==> src/rtl/stopwatch_pkg.sv <==
// Shared definitions for the stopwatch_up slice: run-state encoding, BCD digit
// limits and the active-low seven-segment patterns {a,b,c,d,e,f,g,dp}.
package stopwatch_pkg;

    typedef enum logic [1:0] {
        IDLE  = 2'd0,
        RUN   = 2'd1,
        PAUSE = 2'd2,
        FULL  = 2'd3
    } state_e;

    localparam logic [3:0] ONES_MAX = 4'd9;
    localparam logic [3:0] TENS_MAX = 4'd5;

    localparam logic [7:0] SEG_0     = 8'h03;
    localparam logic [7:0] SEG_1     = 8'h9F;
    localparam logic [7:0] SEG_2     = 8'h25;
    localparam logic [7:0] SEG_3     = 8'h0D;
    localparam logic [7:0] SEG_4     = 8'h99;
    localparam logic [7:0] SEG_5     = 8'h49;
    localparam logic [7:0] SEG_6     = 8'h41;
    localparam logic [7:0] SEG_7     = 8'h1F;
    localparam logic [7:0] SEG_8     = 8'h01;
    localparam logic [7:0] SEG_9     = 8'h09;
    localparam logic [7:0] SEG_BLANK = 8'hFF;

    function automatic logic [7:0] segDecode(input logic [3:0] value);
        logic [7:0] seg;
        seg = SEG_BLANK;
        case (value)
            4'd0:    seg = SEG_0;
            4'd1:    seg = SEG_1;
            4'd2:    seg = SEG_2;
            4'd3:    seg = SEG_3;
            4'd4:    seg = SEG_4;
            4'd5:    seg = SEG_5;
            4'd6:    seg = SEG_6;
            4'd7:    seg = SEG_7;
            4'd8:    seg = SEG_8;
            4'd9:    seg = SEG_9;
            default: seg = SEG_BLANK;
        endcase
        return seg;
    endfunction

endpackage

==> src/rtl/stopwatch_up_ssd_scan.sv <==
// Multiplexed four-digit display driver: steps the enabled digit 3,2,1,0 every
// SCAN_DIV clocks and decodes the selected BCD value to segments.
module ssd_scan
    import stopwatch_pkg::*;
#(
    parameter int SCAN_DIV = 131_072
) (
    input  logic       clk,
    input  logic       reset,
    input  logic [3:0] digit3_i,
    input  logic [3:0] digit2_i,
    input  logic [3:0] digit1_i,
    input  logic [3:0] digit0_i,
    output logic [7:0] ssd_out,
    output logic [3:0] ssd_ctrl
);

    localparam int SW = (SCAN_DIV > 1) ? $clog2(SCAN_DIV) : 1;

    logic [SW-1:0] scanCnt_q, scanCnt_d;
    logic [1:0]    scanIdx_q, scanIdx_d;
    logic [3:0]    selDigit;

    always_ff @(posedge clk) begin
        if (!reset) begin
            scanCnt_q <= '0;
            scanIdx_q <= 2'd3;
        end else begin
            scanCnt_q <= scanCnt_d;
            scanIdx_q <= scanIdx_d;
        end
    end

    // Index counts down and wraps 0 -> 3 through its own 2-bit overflow.
    always_comb begin
        scanCnt_d = scanCnt_q + SW'(1);
        scanIdx_d = scanIdx_q;
        if (scanCnt_q == SW'(SCAN_DIV - 1)) begin
            scanCnt_d = '0;
            scanIdx_d = scanIdx_q - 2'd1;
        end
    end

    always_comb begin
        ssd_ctrl = 4'b0111;
        selDigit = digit3_i;
        case (scanIdx_q)
            2'd3: begin ssd_ctrl = 4'b0111; selDigit = digit3_i; end
            2'd2: begin ssd_ctrl = 4'b1011; selDigit = digit2_i; end
            2'd1: begin ssd_ctrl = 4'b1101; selDigit = digit1_i; end
            2'd0: begin ssd_ctrl = 4'b1110; selDigit = digit0_i; end
            default: ;
        endcase
        ssd_out = segDecode(selDigit);
    end

endmodule

==> src/rtl/stopwatch_up.sv <==
// MM:SS count-up stopwatch with start/pause/clear and a saturating 59:59 stop.
// Optional lap-freeze display enabled by defining STOPWATCH_LAP_EN.
module stopwatch_up
    import stopwatch_pkg::*;
#(
    parameter int TICK_DIV = 100_000_000,
    parameter int SCAN_DIV = 131_072
) (
    input  logic        clk,
    input  logic        reset,
    input  logic        btn_start,
    input  logic        btn_pause,
    input  logic        btn_clear,
    output logic [7:0]  ssd_out,
    output logic [3:0]  ssd_ctrl,
    output logic [15:0] led
);

    localparam int TW = (TICK_DIV > 1) ? $clog2(TICK_DIV) : 1;

    state_e        state_q, state_d;
    logic [TW-1:0] tickCnt_q, tickCnt_d;
    logic [3:0]    secOne_q, secOne_d, secTen_q, secTen_d;
    logic [3:0]    minOne_q, minOne_d, minTen_q, minTen_d;
    logic [15:0]   shownDigits;
    logic          tickHit;
    logic          atLastStep;

`ifdef STOPWATCH_LAP_EN
    logic          lapFrozen_q, lapFrozen_d;
    logic [15:0]   lapSnap_q, lapSnap_d;
`endif

    assign tickHit    = (state_q == RUN) && (tickCnt_q == TW'(TICK_DIV - 1));
    assign atLastStep = (minTen_q == TENS_MAX) && (minOne_q == ONES_MAX) &&
                        (secTen_q == TENS_MAX) && (secOne_q == ONES_MAX - 4'd1);

    always_ff @(posedge clk) begin
        if (!reset) begin
            state_q   <= IDLE;
            tickCnt_q <= '0;
            secOne_q  <= '0;
            secTen_q  <= '0;
            minOne_q  <= '0;
            minTen_q  <= '0;
        end else begin
            state_q   <= state_d;
            tickCnt_q <= tickCnt_d;
            secOne_q  <= secOne_d;
            secTen_q  <= secTen_d;
            minOne_q  <= minOne_d;
            minTen_q  <= minTen_d;
        end
    end

`ifdef STOPWATCH_LAP_EN
    always_ff @(posedge clk) begin
        if (!reset) begin
            lapFrozen_q <= 1'b0;
            lapSnap_q   <= '0;
        end else begin
            lapFrozen_q <= lapFrozen_d;
            lapSnap_q   <= lapSnap_d;
        end
    end
`endif

    always_comb begin
        state_d   = state_q;
        tickCnt_d = tickCnt_q;
        secOne_d  = secOne_q;
        secTen_d  = secTen_q;
        minOne_d  = minOne_q;
        minTen_d  = minTen_q;
`ifdef STOPWATCH_LAP_EN
        lapFrozen_d = lapFrozen_q;
        lapSnap_d   = lapSnap_q;
`endif
        case (state_q)
            IDLE: begin
                if (btn_start) begin
                    state_d   = RUN;
                    tickCnt_d = '0;
                end
            end
            RUN: begin
`ifdef STOPWATCH_LAP_EN
                if (btn_pause) begin
                    lapFrozen_d = !lapFrozen_q;
                    lapSnap_d   = {minTen_q, minOne_q, secTen_q, secOne_q};
                end else if (btn_start && !lapFrozen_q) begin
                    state_d = PAUSE;
                end
`else
                if (btn_pause) begin
                    state_d = PAUSE;
                end
`endif
                tickCnt_d = tickCnt_q + TW'(1);
                // One-second step with the full BCD carry chain resolved in this cycle.
                if (tickHit) begin
                    tickCnt_d = '0;
                    if (secOne_q == ONES_MAX) begin
                        secOne_d = '0;
                        if (secTen_q == TENS_MAX) begin
                            secTen_d = '0;
                            if (minOne_q == ONES_MAX) begin
                                minOne_d = '0;
                                minTen_d = minTen_q + 4'd1;
                            end else begin
                                minOne_d = minOne_q + 4'd1;
                            end
                        end else begin
                            secTen_d = secTen_q + 4'd1;
                        end
                    end else begin
                        secOne_d = secOne_q + 4'd1;
                    end
                    if (atLastStep) begin
                        state_d = FULL;
                    end
                end
            end
            PAUSE: begin
                if (btn_start) begin
                    state_d = RUN;
                end
            end
            FULL: ;
            default: state_d = IDLE;
        endcase
        if (btn_clear) begin
            state_d   = IDLE;
            tickCnt_d = '0;
            secOne_d  = '0;
            secTen_d  = '0;
            minOne_d  = '0;
            minTen_d  = '0;
`ifdef STOPWATCH_LAP_EN
            lapFrozen_d = 1'b0;
`endif
        end
    end

`ifdef STOPWATCH_LAP_EN
    assign shownDigits = lapFrozen_q ? lapSnap_q : {minTen_q, minOne_q, secTen_q, secOne_q};
`else
    assign shownDigits = {minTen_q, minOne_q, secTen_q, secOne_q};
`endif

    assign led = (state_q == FULL) ? 16'hFFFF : 16'h0000;

    ssd_scan #(
        .SCAN_DIV (SCAN_DIV)
    ) u_ssd_scan (
        .clk      (clk),
        .reset    (reset),
        .digit3_i (shownDigits[15:12]),
        .digit2_i (shownDigits[11:8]),
        .digit1_i (shownDigits[7:4]),
        .digit0_i (shownDigits[3:0]),
        .ssd_out  (ssd_out),
        .ssd_ctrl (ssd_ctrl)
    );

endmodule

==> config.mk <==
export PLATFORM = sky130hd
export DESIGN_NAME = stopwatch_up
export DESIGN_NICKNAME = d
export VERILOG_FILES = /design/src/rtl/stopwatch_pkg.sv /design/src/rtl/stopwatch_up_ssd_scan.sv /design/src/rtl/stopwatch_up.sv
export SDC_FILE = /design/constraint.sdc
export NUM_CORES = 1
export LEC_CHECK = 0
export ABC_AREA = 0
export BUFFER_PORTS_ARGS = -buffer_cell sky130_fd_sc_hd__buf_2
export CORE_ASPECT_RATIO = 0.75
export CORE_MARGIN = 1.5
export CORE_UTILIZATION = 64
export DETAILED_ROUTE_END_ITERATION = 10
export MAX_ROUTING_LAYER = met4
export PLACE_DENSITY = 0.85
export SKIP_CTS_REPAIR_TIMING = 1
export SYNTH_ARGS = -nofsm -noshare
export SYNTH_HDL_FRONTEND = slang
export SYNTH_SLANG_ARGS = --single-unit
==> constraint.sdc <==
create_clock -name clk -period 6 [get_ports clk]
set_input_delay 1.8 -clock clk [delete_from_list [all_inputs] [get_ports clk]]
set_output_delay 1.8 -clock clk [all_outputs]
set_load 0.05 [all_outputs]
## Yosys cells after proc, flatten, opt, wreduce, memory -nomap -nowiden

Memory sizes are Yosys's and may differ from the RTL's.
Cells that the tools add are included.

- $add $sub $neg: 7
- Equal/unequal tests: 15
- Multiplexer cells: 14
- Bitwise gates (word level): 1
- Reductions and logical operators: 17

Operators with widths:

| cell | number |
|---|---|
| two-way mux 27 bit | 2 |
| one-hot mux 27 bit (2 select lines) | 1 |
| one-hot mux 4 bit (4 select lines) | 2 |
| adder 27 x 1 -> 27 bit (second input constant) | 1 |
| equality test 27 bit (second input constant) | 1 |
| adder 17 x 1 -> 17 bit (second input constant) | 1 |
| equality test 17 bit (second input constant) | 1 |
| adder 4 x 1 -> 4 bit (second input constant) | 4 |
| two-way mux 16 bit | 1 |
| equality test 4 bit (second input constant) | 3 |
| two-way mux 4 bit | 3 |
| equality test 2 bit (second input constant) | 4 |
| equality test 4 x 3 -> 1 bit (second input constant) | 2 |
| two-way mux 2 bit | 4 |
| AND reduction 2 bit | 3 |
| OR reduction 2 bit | 3 |
| AND reduction 5 bit | 1 |
| equality test 2 x 1 -> 1 bit (second input constant) | 2 |
| logical AND 1 bit | 4 |
| logical NOT 2 bit | 2 |
| one-hot mux 2 bit (2 select lines) | 1 |
| AND reduction 4 bit | 1 |
| nonzero test 2 bit | 2 |
| AND reduction 3 bit | 1 |
| other kinds (4) | 4 |

- Flip-flop bits (word level): 64
- ROM bits: 112
- Bits of input ports: 5
- Output and inout port bits: 28
- Word-level logic and storage cells: 63
- Memories kept: 1

Memory list:

| name | words | bits a word | rd ports | clocked after Yosys merged registers in | wr ports | RTL line | source |
|---|---|---|---|---|---|---|---|
| (name not given) | 16 | 7 | 1 | 0 | 0 | stopwatch_pkg.sv:30 | `case (value)` |

## Longest topological paths before layout

- Depth in word-level cells: 7
- Gate-level depth with buffers: 10
- Depth with buffers taken out: 10

## Cells and area by module

Synthesis repeated with hierarchy kept, for this count alone.

- Cells, all modules: 438
- Area total of the unflattened synthesis: 3709.8 µm²

By module, submodules not included:

| module | instances | cells an instance | area an instance (µm²) | sequential area each (µm²) |
|---|---|---|---|---|
| stopwatch_up | 1 | 299 | 2541.2 | 900.9 |
| ssd_scan | 1 | 139 | 1168.6 | 380.4 |

## Worst setup path after synthesis

No wires, ideal clock.

- Path kind: register to output
- Start point: register u_ssd_scan.scanIdx_q[0]
- End point: output ssd_out[3]
- Arrival time: 2.837 ns
- Slack: 1.363 ns
- Stages on the path, launching flop included: 8
- Path buffers: 0
- Cell sequence: dfxtp_1 -> ha_1 -> clkinv_1 -> mux2i_1 -> inv_1 -> ha_1 -> mux2_2 -> a22oi_1

- Cells in the longest elaborated chain, start to end: 3
- Elaborated cells on any way between the ends: 6
- Those cells by class: eq/ne: 3; mux: 1; reduce/logical: 1; memory: 1

Ends and longest elaborated chain:

| item | RTL line | source |
|---|---|---|
| start: declaration | stopwatch_up_ssd_scan.sv:21 | `logic [1:0] scanIdx_q, scanIdx_d;` |
| start signal: assignment | stopwatch_up_ssd_scan.sv:30 | `scanIdx_q <= scanIdx_d;` |
| equality test 2 x 1 -> 1 bit, or another cell as far along | stopwatch_up_ssd_scan.sv:47 | `case (scanIdx_q)` |
| one-hot mux 4 bit (4 select lines) * | stopwatch_up_ssd_scan.sv:47 |  |
| memory (16 x 7 bit) * | -- |  |
| end: declaration | stopwatch_up.sv:14 | `output logic [7:0] ssd_out,` |

Every way passes the cells marked *; elsewhere a longest branch is shown, timed or not.

## Worst setup path after layout

- Start point: register u_ssd_scan.scanIdx_q[1]
- End point: output ssd_out[7]

The elaborated chain is that of the path after synthesis.

==> impl.org <==
** Outcome
- The run finished with clean final reports.

** CTS
- TritonCTS sink count :: 64
- Cts bufs inserted :: 9
- Clock latency on the worst-skew pair :: 0.35 ns
- The longest clock path from root to sink contains 2 buffers.
- Clock transition time at the flip-flop clock pins of the worst setup and hold paths :: about 0.07 ns
- The tree is rooted in a sky130_fd_sc_hd__clkbuf_8.
- In this run the number of H-tree levels came out at 3.
- CTS tree :: built

** Routing
- Routed length per placed instance :: 15.0 um
- The first routing iteration left around 310 violations.
- For this run, design rule violations remaining after detail routing come to 0.
- Detailed-route vias per instance :: 6.04
- Number of detailed-route iterations in the first pass :: 5
- Overall routed net length :: 8080 um
- Across all layers, the routed design uses between 3000 and 4000 vias.
- Once detail routing completed, the nets flagged for antenna violations numbered 0.

** Worst setup path
- Among all stages on the critical path, the largest delay is contributed by sky130_fd_sc_hd__dfxtp_1.
- Critical path start-end classification :: reg2out
- Required time of the worst setup path :: between 4 and 5 ns
- Arrival time reported for the critical path endpoint :: approximately 2.8 ns
- Ordered cell list for the critical path :: inv_1 -> ha_1 -> a222oi_1 -> nand2_1 -> o21ai_0 -> inv_1 -> ha_1 -> nor2_1 -> o21ai_0 -> o21a_1 -> buf_2
- Slowest Stage Delay on Critical Path :: 0.38 ns
- Highest fanout seen on the critical path :: 5
- CP Launch Type :: flop
- Category of the worst setup path capture point :: output port

** Timing
- Summed over all failing endpoints, the final setup total negative slack is 0 ns.
- Largest clock skew in the final design :: roughly 0.0084 ns
- For this run, the top clock speed supported by timing is 220 MHz.
- After layout, the minimum clock period comes to 4.55 ns.
- Final Setup Violations :: 0
- Dividing the final minimum period by the clock period gives 0.758.
- Number of pins exceeding their max-slew limit in the final report :: 0
- Total count of hold-check failures in the final report :: 0
- Setup repair after global routing left no endpoint under its margin.
- Transition at the pin with the smallest max-transition slack :: between 0.9 and 1 ns
- Once routing completed, OpenROAD measured the worst setup slack at 1.45 ns.
- Slew headroom :: 0.386

** GRT
- The via count of the first global-routing pass came to around 2800.
- Met1 Use GR :: 0.363
- Aggregate global-route resource usage :: 0.283
- Entering global routing, the biggest net connects 22 pins.
- The first global-routing pass estimated 13200 um of wire.
- Global-route track usage on met3 :: 0.0689
- Aggregate global routing overflow :: 0
- Most Used Layer, Global Route :: met2
- Met2 Usage GRT :: 0.430
- The number of antenna violations at the first check in global routing came to 0.

** Pwr
- Worst-case vdd ir drop :: ~160 uV
- Ratio of total power to cell area :: between 200 and 250 nW/um2
- Reported leakage power :: 1.45 nW

** Place
- Weighted congestion reported at the end of routability-driven placement :: 0.904
- Pre-CTS setup slack :: 1.88 ns
- DP Wirelength :: 5760 um
- # port buffers :: 31

** Hold path
- Class of the tightest hold or removal check :: reg2reg

** Die
- Starting density of the core :: 0.672
- In this run the standard cell core region covers 5380 um2.
- Die height :: a little under 70 um
- Die Width :: 89.8 um
- For this design the top-level I/O count stands at 33.
- The floorplan step defined a die boundary enclosing 6120 um2.
- The initialized floorplan defines 23 standard-cell rows.

** Layout
- At the end of the flow, the number of nets in the layout was 480.
- The number of antenna diodes in the final layout is 0.
- Share of cells above drive strength 1 :: 0.125
- From synthesis to final layout, the design area changed by 8.96%.

** Synth
- Counting flops with an async set or reset pin after synthesis yields a share of 0.
- Summing every instance area after synthesis gives 3620 um2.
- Cells after Synth :: approximately 450
- Yosys printed 0 warnings.
- Synthesis instantiated 51 different standard cells from the library.
- Counting flops with a built-in enable in the synthesized netlist gives 0.
- Portion of synthesized cell area occupied by the leading cell type :: 0.354
- Counting every net in the synthesized netlist gives 465.
- Register bit count reported by yosys :: 64
- Synthesized area divided by synthesized cell count :: around 8 um2
- Prevailing post-synth register cell :: sky130_fd_sc_hd__dfxtp_1
- Sequential fraction of the synthesis area :: 0.354
- Yosys top cell by area :: sky130_fd_sc_hd__dfxtp_1
- By area the synthesized netlist is led by sky130_fd_sc_hd__dfxtp_1, sky130_fd_sc_hd__nor2_1, sky130_fd_sc_hd__xor2_1.

** Flow run
- Across the run, the number of max-cap violations was 0.
[layout by cell type, fill, tap and decap left out, drive strengths merged, types with 2 or more instances in the layout]
cell type  instances
dfxtp             64
nand4             25
o211ai             2
nor4bb             2
or4                4
a222oi             4
xor2              22
and3               7
o21ai             14
o21a               3
a22oi              2
nor4b              3
nor2              61
nand2b             7
inv               21
or3                6
nor3              10
or2                3
and2               5
nand2             28
clkbuf             9
nor2b             11
mux2               2
a21oi             20
nand4b             3
buf               34
ha                14
nor3b              3
clkinv             4
nand3             23
a31oi              4
xnor2             15
mux2i              4
nor4               7
and4               6
nand3b             2
bufinv             3
[cell families after synthesis]
family / count (synthesis) / share of synthesized area
flops: 64 / 0.354
compound gates: 55 / 0.0941
mux: 6 / 0.0173
xor+xnor: 37 / 0.0896
other cells: 1 / 0.00104
simple gates: 217 / 0.323
buf+inv: 52 / 0.0726
fa+ha+maj: 14 / 0.0484
[stage by stage]
stage / hold slack [ns] / util / instances / cell area [um2] / power [mW]
final: 0.464 / 0.732 / 540 / 3940 / 0.899
after global routing: 0.487 / 0.732 / 540 / 3940 / 0.917
after CTS: 0.464 / 0.732 / 540 / 3940 / 0.901
after detailed placement: 0.448 / 0.689 / 525 / 3710 / 0.465
after global placement: 0.440 / 0.689 / 525 / 3710 / 0.463
after floorplan: 0.426 / - / 446 / 3620 / 0.456
[synth_stat cells, drive strengths merged (2+ instances only)]
| library cell | number |
|---|---|
| nor3 | 10 |
| nor4b | 3 |
| a222oi | 4 |
| nor4 | 7 |
| o21a | 3 |
| xnor2 | 15 |
| nand3 | 23 |
| nor4bb | 2 |
| and3 | 7 |
| xor2 | 22 |
| nand4b | 3 |
| clkbuf | 12 |
| buf | 18 |
| nor3b | 3 |
| and2 | 5 |
| a21oi | 20 |
| inv | 21 |
| nand2 | 28 |
| mux2i | 4 |
| a22oi | 2 |
| nand4 | 25 |
| and4 | 6 |
| dfxtp | 64 |
| nor2b | 11 |
| or2 | 3 |
| nor2 | 61 |
| ha | 14 |
| mux2 | 2 |
| or3 | 6 |
| nand2b | 7 |
| a31oi | 4 |
| nand3b | 2 |
| o211ai | 2 |
| o21ai | 14 |
| or4 | 4 |
[final timing paths]
kind | start | to | slack [ns] | cells past startpoint
worst min register to register | u_ssd_scan.scanCnt_q[0] | u_ssd_scan.scanCnt_q[0] | 0.46 | 1
worst max register to register | u_ssd_scan.scanCnt_q[5] | u_ssd_scan.scanCnt_q[2] | 3.55 | 6
worst max-delay path | u_ssd_scan.scanIdx_q[1] | ssd_out[7] | 1.45 | 11
worst min-delay path | u_ssd_scan.scanCnt_q[0] | u_ssd_scan.scanCnt_q[0] | 0.46 | 1
[where the power goes]
group	internal, mW	switching [mW]	total, mW	leakage, nW
registers	0.427	0.00271	0.430	0.516
clock network	0.273	0.170	0.443	0.119
logic	0.00672	0.0191	0.0258	0.818
[routing by layer]
| layer | vias to the layer above | wire length (um) |
|---|---|---|
| met5 | - | 0 |
| met4 | 0 | 181 |
| met3 | 28 | 599 |
| met2 | 144 | 3570 |
| met1 | 1508 | 3730 |
| li1 | 1583 | - |
[flip-flops by register name, summed over array words and instances, names as in the netlist]
signal                cells
u_ssd_scan.scanIdx_q      2
minTen_q                  4
minOne_q                  4
state_q                   2
secTen_q                  4
u_ssd_scan.scanCnt_q     17
tickCnt_q                27
secOne_q                  4
[final cells by class]
type	count	area, um2
clock buffers	9	124
well taps	75	93.8
multi-input cells	330	2070
flip-flops and latches	64	1280
fillers	404	1440
inverters	22	82.6
clock inverters	6	109
repair buffers	34	178
[critical path: cells and delay by family (launching register included)]
kind                     cells  cell delay (ns)
AO/OA/AOI/OAI                4             0.90
adder cells (fa/ha/maj)      2             0.47
buffers and inverters        3             0.46
flip-flops                   1             0.38
AND/OR/NAND/NOR              2             0.19
Note: power is estimated with default switching activity, not from simulation.
